**src/rtl/eq_run_pkg.sv**
```systemverilog
// Shared definitions for the equal-run arbiter: FSM state encodings, a clog2
// helper and the default counter widths.
package eq_run_pkg;

  // FSM states (plain constants so older tools can consume them)
  localparam logic [1:0] IDLE   = 2'd0;
  localparam logic [1:0] RUN    = 2'd1;
  localparam logic [1:0] REPORT = 2'd2;

  // Ceiling log2, never less than 1 so it is always usable as a vector width.
  function automatic int unsigned clog2(input int unsigned v);
    int unsigned r;
    r = 0;
    while ((32'd1 << r) < v) r++;
    return (r == 0) ? 1 : r;
  endfunction

  // Width of a counter that must hold the value max_val itself.
  function automatic int unsigned cnt_width(input int unsigned max_val);
    return clog2(max_val + 1);
  endfunction

  localparam int unsigned DEF_N_CH        = 4;
  localparam int unsigned DEF_RUN_LEN     = 4;
  localparam int unsigned DEF_MAX_SAMPLES = 16;
  localparam int unsigned DEF_RUN_W       = cnt_width(DEF_RUN_LEN);
  localparam int unsigned DEF_SMP_W       = cnt_width(DEF_MAX_SAMPLES);

endpackage

```
**src/rtl/eq_run_arbiter_if.sv**
```systemverilog
// Channel-side bus of the equal-run arbiter.
//   req, a, b : per-channel request and operand pair (driven by requesters)
//   grant     : one-hot grant, 0 when idle
//   busy      : arbiter is serving or reporting
//   done      : one-cycle result strobe; hit / aborted qualify it
//   done_ch   : index of the last served channel, held until the next done
// master = requester side, slave = arbiter side.
interface eq_run_arbiter_if import eq_run_pkg::*; #(
  parameter int unsigned N_CH = DEF_N_CH
) ();
  localparam int unsigned CH_W = clog2(N_CH);

  logic [N_CH-1:0] req;
  logic [N_CH-1:0] a;
  logic [N_CH-1:0] b;
  logic [N_CH-1:0] grant;
  logic            busy;
  logic            done;
  logic            hit;
  logic            aborted;
  logic [CH_W-1:0] done_ch;

  modport master (
    output req, a, b,
    input  grant, busy, done, hit, aborted, done_ch
  );

  modport slave (
    input  req, a, b,
    output grant, busy, done, hit, aborted, done_ch
  );
endinterface

```
**src/rtl/eq_run_counter.sv**
```systemverilog
// Shared equal-run detector. Counts accepted samples and the current run of
// consecutive a==b samples.
//   clk, rst : clock, async active-high reset
//   clr      : synchronous clear of both counters (has priority over en)
//   en       : accept the current (a, b) sample
//   a, b     : operand pair of the granted channel
//   run_hit  : run counter equals RUN_LEN
//   smp_out  : sample counter equals MAX_SAMPLES
module eq_run_counter import eq_run_pkg::*; #(
  parameter int unsigned RUN_LEN     = DEF_RUN_LEN,
  parameter int unsigned MAX_SAMPLES = DEF_MAX_SAMPLES
) (
  input  logic clk,
  input  logic rst,
  input  logic clr,
  input  logic en,
  input  logic a,
  input  logic b,
  output logic run_hit,
  output logic smp_out
);
  localparam int unsigned RUN_W = cnt_width(RUN_LEN);
  localparam int unsigned SMP_W = cnt_width(MAX_SAMPLES);

  logic [RUN_W-1:0] run_cnt_q;
  logic [SMP_W-1:0] smp_cnt_q;

  // The controller stops enabling once either limit is reached, so neither
  // counter can wrap.
  always_ff @(posedge clk or posedge rst) begin
    if (rst) begin
      run_cnt_q <= '0;
      smp_cnt_q <= '0;
    end else if (clr) begin
      run_cnt_q <= '0;
      smp_cnt_q <= '0;
    end else if (en) begin
      smp_cnt_q <= smp_cnt_q + SMP_W'(1);
      run_cnt_q <= (a == b) ? run_cnt_q + RUN_W'(1) : '0;
    end
  end

  assign run_hit = (run_cnt_q == RUN_W'(RUN_LEN));
  assign smp_out = (smp_cnt_q == SMP_W'(MAX_SAMPLES));

endmodule

```
**src/rtl/eq_run_arbiter.sv**
```systemverilog
// Round-robin arbiter that time-shares one equal-run detector among N_CH
// requesters. A granted channel scores a hit after RUN_LEN consecutive a==b
// samples, a miss after MAX_SAMPLES samples, or an abort if it drops req.
//   clk, rst : clock, async active-high reset
//   bus      : channel bus (slave side): req/a/b in; grant, busy, done, hit,
//              aborted, done_ch out (all registered)
module eq_run_arbiter import eq_run_pkg::*; #(
  parameter int unsigned N_CH        = DEF_N_CH,
  parameter int unsigned RUN_LEN     = DEF_RUN_LEN,
  parameter int unsigned MAX_SAMPLES = DEF_MAX_SAMPLES
) (
  input  logic              clk,
  input  logic              rst,
  eq_run_arbiter_if.slave   bus
);
  localparam int unsigned CH_W = clog2(N_CH);

  if (RUN_LEN < 1 || RUN_LEN > MAX_SAMPLES) begin : g_param_err
    $error("eq_run_arbiter: need 1 <= RUN_LEN <= MAX_SAMPLES");
  end

  logic [1:0]      state_q, state_d;
  logic [CH_W-1:0] ptr_q, ptr_d;
  logic [CH_W-1:0] gidx_q, gidx_d;
  logic [N_CH-1:0] grant_q, grant_d;
  logic            busy_q, busy_d;
  logic            done_q, done_d;
  logic            hit_q, hit_d;
  logic            aborted_q, aborted_d;
  logic [CH_W-1:0] done_ch_q, done_ch_d;

  logic            pick_valid;
  logic [CH_W-1:0] pick_idx;
  logic            g_req, g_a, g_b;
  logic            run_hit, smp_out;
  logic            cnt_clr, cnt_en;

  // First pending request after the last served channel, wrapping around.
  always_comb begin
    int unsigned cand;
    cand       = 0;
    pick_valid = 1'b0;
    pick_idx   = '0;
    for (int unsigned i = 1; i <= N_CH; i++) begin
      cand = (32'(ptr_q) + i) % N_CH;
      if (!pick_valid && bus.req[CH_W'(cand)]) begin
        pick_valid = 1'b1;
        pick_idx   = CH_W'(cand);
      end
    end
  end

  assign g_req = bus.req[gidx_q];
  assign g_a   = bus.a[gidx_q];
  assign g_b   = bus.b[gidx_q];

  // Counters idle at zero outside RUN; a sample is only taken while the run
  // continues, so the limit flags are evaluated on registered counts.
  assign cnt_clr = (state_q != RUN);
  assign cnt_en  = (state_q == RUN) && g_req && !run_hit && !smp_out;

  eq_run_counter #(
    .RUN_LEN    (RUN_LEN),
    .MAX_SAMPLES(MAX_SAMPLES)
  ) u_counter (
    .clk    (clk),
    .rst    (rst),
    .clr    (cnt_clr),
    .en     (cnt_en),
    .a      (g_a),
    .b      (g_b),
    .run_hit(run_hit),
    .smp_out(smp_out)
  );

  always_comb begin
    state_d   = state_q;
    ptr_d     = ptr_q;
    gidx_d    = gidx_q;
    grant_d   = grant_q;
    busy_d    = busy_q;
    done_d    = 1'b0;
    hit_d     = 1'b0;
    aborted_d = 1'b0;
    done_ch_d = done_ch_q;
    unique case (state_q)
      IDLE: begin
        if (pick_valid) begin
          state_d = RUN;
          gidx_d  = pick_idx;
          grant_d = N_CH'(1) << pick_idx;
          busy_d  = 1'b1;
        end
      end
      RUN: begin
        if (!g_req || run_hit || smp_out) begin
          state_d   = REPORT;
          grant_d   = '0;
          done_d    = 1'b1;
          done_ch_d = gidx_q;
          ptr_d     = gidx_q;
          aborted_d = !g_req;
          hit_d     = g_req && run_hit;
        end
      end
      REPORT: begin
        state_d = IDLE;
        busy_d  = 1'b0;
      end
      default: begin
        state_d = IDLE;
        grant_d = '0;
        busy_d  = 1'b0;
      end
    endcase
  end

  always_ff @(posedge clk or posedge rst) begin
    if (rst) begin
      state_q   <= IDLE;
      ptr_q     <= CH_W'(N_CH - 1);
      gidx_q    <= '0;
      grant_q   <= '0;
      busy_q    <= 1'b0;
      done_q    <= 1'b0;
      hit_q     <= 1'b0;
      aborted_q <= 1'b0;
      done_ch_q <= '0;
    end else begin
      state_q   <= state_d;
      ptr_q     <= ptr_d;
      gidx_q    <= gidx_d;
      grant_q   <= grant_d;
      busy_q    <= busy_d;
      done_q    <= done_d;
      hit_q     <= hit_d;
      aborted_q <= aborted_d;
      done_ch_q <= done_ch_d;
    end
  end

  assign bus.grant   = grant_q;
  assign bus.busy    = busy_q;
  assign bus.done    = done_q;
  assign bus.hit     = hit_q;
  assign bus.aborted = aborted_q;
  assign bus.done_ch = done_ch_q;

endmodule

```
**src/flat_wrapper.sv**
```systemverilog
// flat-port wrapper written by rule: the top's interface ports become plain ports
module eq_run_arbiter_flat import eq_run_pkg::*;
#(
  parameter int unsigned N_CH        = DEF_N_CH,
  parameter int unsigned RUN_LEN     = DEF_RUN_LEN,
  parameter int unsigned MAX_SAMPLES = DEF_MAX_SAMPLES
)
  (clk, rst, bus_req, bus_a, bus_b, bus_grant, bus_busy, bus_done, bus_hit, bus_aborted, bus_done_ch);
  eq_run_arbiter_if #(.N_CH(N_CH)) bus_i ();
  input  logic clk;
  input  logic rst;
  input wire logic [$bits(bus_i.req)-1:0] bus_req;
  input wire logic [$bits(bus_i.a)-1:0] bus_a;
  input wire logic [$bits(bus_i.b)-1:0] bus_b;
  output wire logic [$bits(bus_i.grant)-1:0] bus_grant;
  output wire logic [$bits(bus_i.busy)-1:0] bus_busy;
  output wire logic [$bits(bus_i.done)-1:0] bus_done;
  output wire logic [$bits(bus_i.hit)-1:0] bus_hit;
  output wire logic [$bits(bus_i.aborted)-1:0] bus_aborted;
  output wire logic [$bits(bus_i.done_ch)-1:0] bus_done_ch;
  assign bus_i.req = bus_req;
  assign bus_i.a = bus_a;
  assign bus_i.b = bus_b;
  assign bus_grant = bus_i.grant;
  assign bus_busy = bus_i.busy;
  assign bus_done = bus_i.done;
  assign bus_hit = bus_i.hit;
  assign bus_aborted = bus_i.aborted;
  assign bus_done_ch = bus_i.done_ch;
  eq_run_arbiter #(.N_CH(N_CH), .RUN_LEN(RUN_LEN), .MAX_SAMPLES(MAX_SAMPLES)) u_core (.clk(clk), .rst(rst), .bus(bus_i));
endmodule
```
**config.mk**
```make
export PLATFORM = sky130hd
export DESIGN_NAME = eq_run_arbiter_flat
export DESIGN_NICKNAME = d
export VERILOG_FILES = /design/src/rtl/eq_run_pkg.sv /design/src/rtl/eq_run_arbiter_if.sv /design/src/rtl/eq_run_counter.sv /design/src/rtl/eq_run_arbiter.sv /design/src/flat_wrapper.sv
export SDC_FILE = /design/constraint.sdc
export NUM_CORES = 1
export LEC_CHECK = 0
export BUFFER_PORTS_ARGS = -buffer_cell sky130_fd_sc_hd__buf_2
export CORE_MARGIN = 8
export CORE_UTILIZATION = 50
export CTS_CLUSTER_DIAMETER = 50
export DETAILED_ROUTE_END_ITERATION = 6
export PLACE_DENSITY = 0.72
export SKIP_CTS_REPAIR_TIMING = 1
export SYNTH_ARGS = -nofsm -noshare
export SYNTH_HDL_FRONTEND = slang
export SYNTH_HIERARCHICAL = 1
export SYNTH_SLANG_ARGS = --single-unit
```
**constraint.sdc**
```tcl
create_clock -name clk -period 5.1 [get_ports clk]
set_input_delay 1.02 -clock clk [delete_from_list [all_inputs] [get_ports clk]]
set_output_delay 1.02 -clock clk [all_outputs]
set_load 0.1 [all_outputs]
```
======== Yosys cells after proc, flatten, opt, wreduce, memory -nomap -nowiden ========
Cells that the tools add are included.
storage, ports and cells
  bits of input ports ..................... 14
  flip-flop bits (word level) ............. 24
operators by class
  bitwise operators ....................... 2
  $lt $le $gt $ge ......................... 5
  reduce and logical (&&, ||, !) cells .... 22
  shift-type cells ........................ 1
  $add $sub $neg .......................... 6
  eq/ne operators ......................... 8
  mux-type cells .......................... 41
operators by type and width
  kind                 number
  $mux 1               18
  $lt 2x3->1 const B   5
  $bmux 1 s2           7
  $mux 2               6
  $pmux 4 s3           1
  $mux 5               2
  $mux 3               3
  $mux 4               2
  $reduce_and 2->1     4
  $logic_and 1x1->1    7
  $logic_not 1->1      6
  $add 5x1->5 const B  1
  $eq 5x5->1 const B   1
  $add 2x1->2 const B  2
  $add 2x2->2 const B  2
  $ne 2x1->1 const B   2
  $pmux 2 s2           1
  $shl 1x2->4 const A  1
  $add 3x1->3 const B  1
  $eq 3x3->1 const B   1
  $reduce_and 3->1     1
  $eq 2x1->1 const B   1
  $eq 2x2->1 const B   1
  $logic_not 2->1      1
  6 further kinds      8

======== Logic depth before layout (Yosys ltp) ========
  depth after elaboration ................. 16
  depth in mapped cells ................... 10
  depth with buffers taken out ............ 9

======== Hierarchy ========
Netlist, hierarchy kept.
modules (own cells, without submodules)
  module          area each (µm²)  sequential area each (µm²)  cells an instance  times used
  eq_run_arbiter  819.5            402.9                       68                 1
  eq_run_counter  469.2            200.2                       45                 1

======== Worst setup path before layout ========
OpenSTA, ideal clock, no wires.
  kind .................................... input to register
  start ................................... input bus_req[3]
  end ..................................... register u_core.u_counter.smp_cnt_q[3]
  arrival time ............................ 2129 ps
  data required time ...................... 4980 ps
  stages .................................. 7
  path buffers ............................ 1
  setup time .............................. 120 ps
  path slack .............................. 2851 ps
  cells stage by stage .................... nor4_1 nor3_2 nor2_1 buf_6 nand4_1 xor2_1 nor2_1
on the way
  cells in the longest elaborated chain, start to end .. 6
RTL lines
  what                                RTL line              text
  start, declared                     flat_wrapper.sv:12    input wire logic [$bits(bus_i.req)-1:0] bus_req;
  $bmux 1 s2                          eq_run_arbiter.sv:53  assign g_req = bus.req[gidx_q];
  $mux 1 (implied by the code)        eq_run_arbiter.sv:53
  $logic_and 1x1->1 (3 in series)     eq_run_arbiter.sv:60  assign cnt_en = (state_q == RUN) && g_req && !run_hit && !smp_out;
  named net u_core.cnt_en             eq_run_arbiter.sv:36  logic cnt_clr, cnt_en;
  $reduce_bool 2->1 (no source line)  n/a
  end signal, assigned                eq_run_counter.sv:38  smp_cnt_q <= smp_cnt_q + SMP_W'(1);
  end, declared                       eq_run_counter.sv:26  logic [SMP_W-1:0] smp_cnt_q;
The timed path passes the listed nets, and every way through them passes these cells. The select of a mux whose other input is x is not followed.
A chain may end at the register's enable or synchronous reset.

======== Worst setup path in the final report ========
Ends and elaborated chain as after synthesis.

==> flow_summary.yaml <==
synth:
  yosys-top-cells-area: "dfrtp_1, dfstp_2, mux4_1"
  synth_edf_count: 0
  synth_area_mm2: 0.001289
  synthFlopType: "dfrtp_1"
  syn-num-nets: 131
  synth.distinct_cells: 47
  synthTopCellsByCount: "dfrtp_1, nor2_1, inv_1"
  yosysWarningCount: 6
  syn-instance-count: 113
  synthArstFlopShare: 1.000
  yosysSeqAreaShare: 0.4680
  synth_top_area_share: 0.4272
  yosys.area.top_type: "dfrtp_1"
  synth.avg_cell_area_um2: 11.40
  ys_ff_latch: 24
  yosysMostFrequentCell: "dfrtp_1"
finish:
  fin_nets: 156
  areaGrowthSynthToFinish_pct: 12.14
  drive_gt1_frac: 0.2993
  final_core_util: 0.5887
  insertedDiodeCount: 0
  fillers: 202
critical_path:
  worstPathBufferInverterCount: 1
  slowest_stage: "nor2_1"
  crit_type: "in2reg"
  cpLargestDelayFamily: "simple AND/OR/NAND/NOR gates"
  r2r_start: "u_core/u_counter/run_cnt_q[0]$_DFFE_PP0P_"
  arrival_ns: 2.79
  worst_setup_path_end_kind: "flop"
  cp.required_ns: 5.30
  critPathMaxFanout: 11
  cp_slowest_stage_delay_ns: 0.57
  startpoint: "bus_req[3]"
  critPathLaunchType: "primary input"
  path_cells: "buf_2 -> nor4_1 -> nor3_2 -> nor2_1 -> nand4_1 -> xor2_1 -> nor2_1"
  path_common_cell: "nor2_1"
die:
  io_pins: 24
  die_y_um: 66.77
  dieArea_mm2: 0.004458
  core_area_mm2: 0.002455
  die_w_um: 66.77
  initial_core_util: 0.5250
  row_count: 18
power:
  p_seq_frac: 0.324
  p_comb_frac: 0.574
  cellLeakagePower_nw: 0.7148
  p_per_area_mw_per_mm2: 665.5
  clkPwrFrac: 0.103
  switching_share: 0.5219
  peakVddDrop_v: 0.0006079
  p_int_mw: 0.4598
  power.switching_mw: 0.5019
sta:
  maxSlewHeadroom: 0.5433
  rsz0062_at_grt: "no"
  finalWorstSetupSlack_ns: 2.514
  finClkSkew_ns: 0.009527
  timing.final.hold_violations: 0
  worst-slew-pin-transition_ns: 0.6825
  tns_ns: 0
  max_freq_mhz: 386.7
  drv_slew: 0
  finalSetupViolations: 0
  timing.final.crit_share: 0.5071
  layout_min_cycle_time_ns: 2.586
cts:
  ctsRootBufferMaster: "clkbuf_4"
  h-tree-depth: 1
  ctsLongestPathBuffers: 2
  numCtsBuffers: 3
  cts.sinks: 24
  cts_tree: "done"
  clk_latency_ns: 0.31
  clk_pin_slew_worst_paths_ns: 0.13
grt:
  grt_max_degree: 17
  grt-ovfl-total: 0
  grt_pass1_vias: 892
  grtUsageTotal: 0.1144
  grt_first_pass_wirelength_um: 3960
  antenna_found_initial: 0
detailed_routing:
  wl_per_cell_um: 14.31
  drt_iter0_markers: 51
  totalWireLength_um: 2389
  via_count: 916
  ant_nets: 0
  via_per_inst: 5.485
  drc_errors: 0
  drt_pre_antenna_iters: 4
flow_run:
  cap_violations: 0
min_path:
  min_from: "u_core/bus.done_ch[0]$_DFFE_PP0P_"
  worstHoldPathType: "reg2reg"
place:
  numPortBuffers: 23
  routabilityCongestion: 0.7664
  dp_hpwl_um: 1850
  pre_cts_slack_ns: 2.196
status:
  status: "finished, final reports clean"
==> through the flow <==
stage | cell area (µm²) | hold slack (ns) | power, mW | cells
after global routing | 1445 | 0.5213 | 1.014 | 167
after floorplan | 1289 | 0.4696 | 0.7944 | 113
after global placement | 1409 | 0.4602 | 0.8575 | 163
final | 1445 | 0.4967 | 0.9617 | 167
after CTS | 1445 | 0.5026 | 0.9691 | 167
after detailed placement | 1409 | 0.4688 | 0.8667 | 163
==> state kept, by name, indices dropped and copies added, names as in the netlist, 2 cells and up <==
register                    cells
u_core/state_q                  2
u_core/ptr_q                    2
u_core/u_counter/smp_cnt_q      5
u_core/u_counter/run_cnt_q      3
u_core/gidx_q                   2
u_core/bus.done_ch              2
u_core/bus.grant                4
==> routing by layer <==
metal	global-route usage	routed length (µm)
met5	0	0
met4	0.04000	21
met3	0.03691	164
met2	0.1792	1125
met1	0.1439	1079
==> power by group through the flow <==
stage | clock [mW] | combinational (mW) | sequential [mW]
2_1_floorplan | 0 | 0.280 | 0.514
3_3_place_gp | 0 | 0.546 | 0.311
3_5_place_dp | 0 | 0.552 | 0.315
4_1_cts | 0.101 | 0.556 | 0.311
5_1_grt | 0.109 | 0.584 | 0.321
6_report | 0.0986 | 0.552 | 0.311
==> final timing paths <==
| check | end | slack, ns | depth (start not counted) |
|---|---|---|---|
| max | u_core/u_counter/smp_cnt_q[3]$_DFFE_PP0P_ | 2.51 | 7 |
| min | u_core/bus.done_ch[0]$_DFFE_PP0P_ | 0.50 | 1 |
| max reg2reg | u_core/u_counter/smp_cnt_q[3]$_DFFE_PP0P_ | 2.76 | 9 |
| min reg2reg | u_core/bus.done_ch[0]$_DFFE_PP0P_ | 0.50 | 1 |
| max in group asynchronous | u_core/ptr_q[1]$_DFFE_PP1P_ | 3.97 | 2 |
| min in group asynchronous | u_core/u_counter/run_cnt_q[2]$_DFFE_PP0P_ | 0.63 | 2 |
==> cells in the final DEF (no fill, tap or decap), types with 2 or more instances in the layout <==
cell / synthesis / layout
inv_1: 10 / 10
mux2_1: 2 / 2
a22o_1: 2 / 2
nand3_1: 3 / 3
dfrtp_1: 22 / 22
mux4_1: 2 / 2
nor2_1: 12 / 12
nand4_1: 2 / 2
dfstp_2: 2 / 2
nand2_1: 3 / 3
a21oi_1: 4 / 4
a21o_1: 2 / 2
ha_1: 4 / 4
a211oi_1: 2 / 2
o21ai_0: 3 / 3
clkbuf_4: 0 / 3
nand2b_1: 4 / 4
buf_2: 0 / 23
xor2_1: 3 / 3
==> logic make-up after synthesis <==
group	Yosys count	synth area share
simple gates	39	0.1845
flops	24	0.4680
compound gates	20	0.1175
buf+inv	14	0.05923
mux	7	0.09223
xor+xnor	5	0.03981
fa+ha+maj	4	0.03884
==> area by class of cell <==
cell class                      count  area, µm²  area share
Clock buffer                        4      36.28     0.02511
Multi-Input combinational cell     75      609.3      0.4216
Timing Repair Buffer               23      115.1     0.07965
Inverter                           11      43.79     0.03030
Sequential cell                    24      603.1      0.4173
Tap cell                           30      37.54     0.02597
No activity file was read; power rests on OpenSTA's default activity.
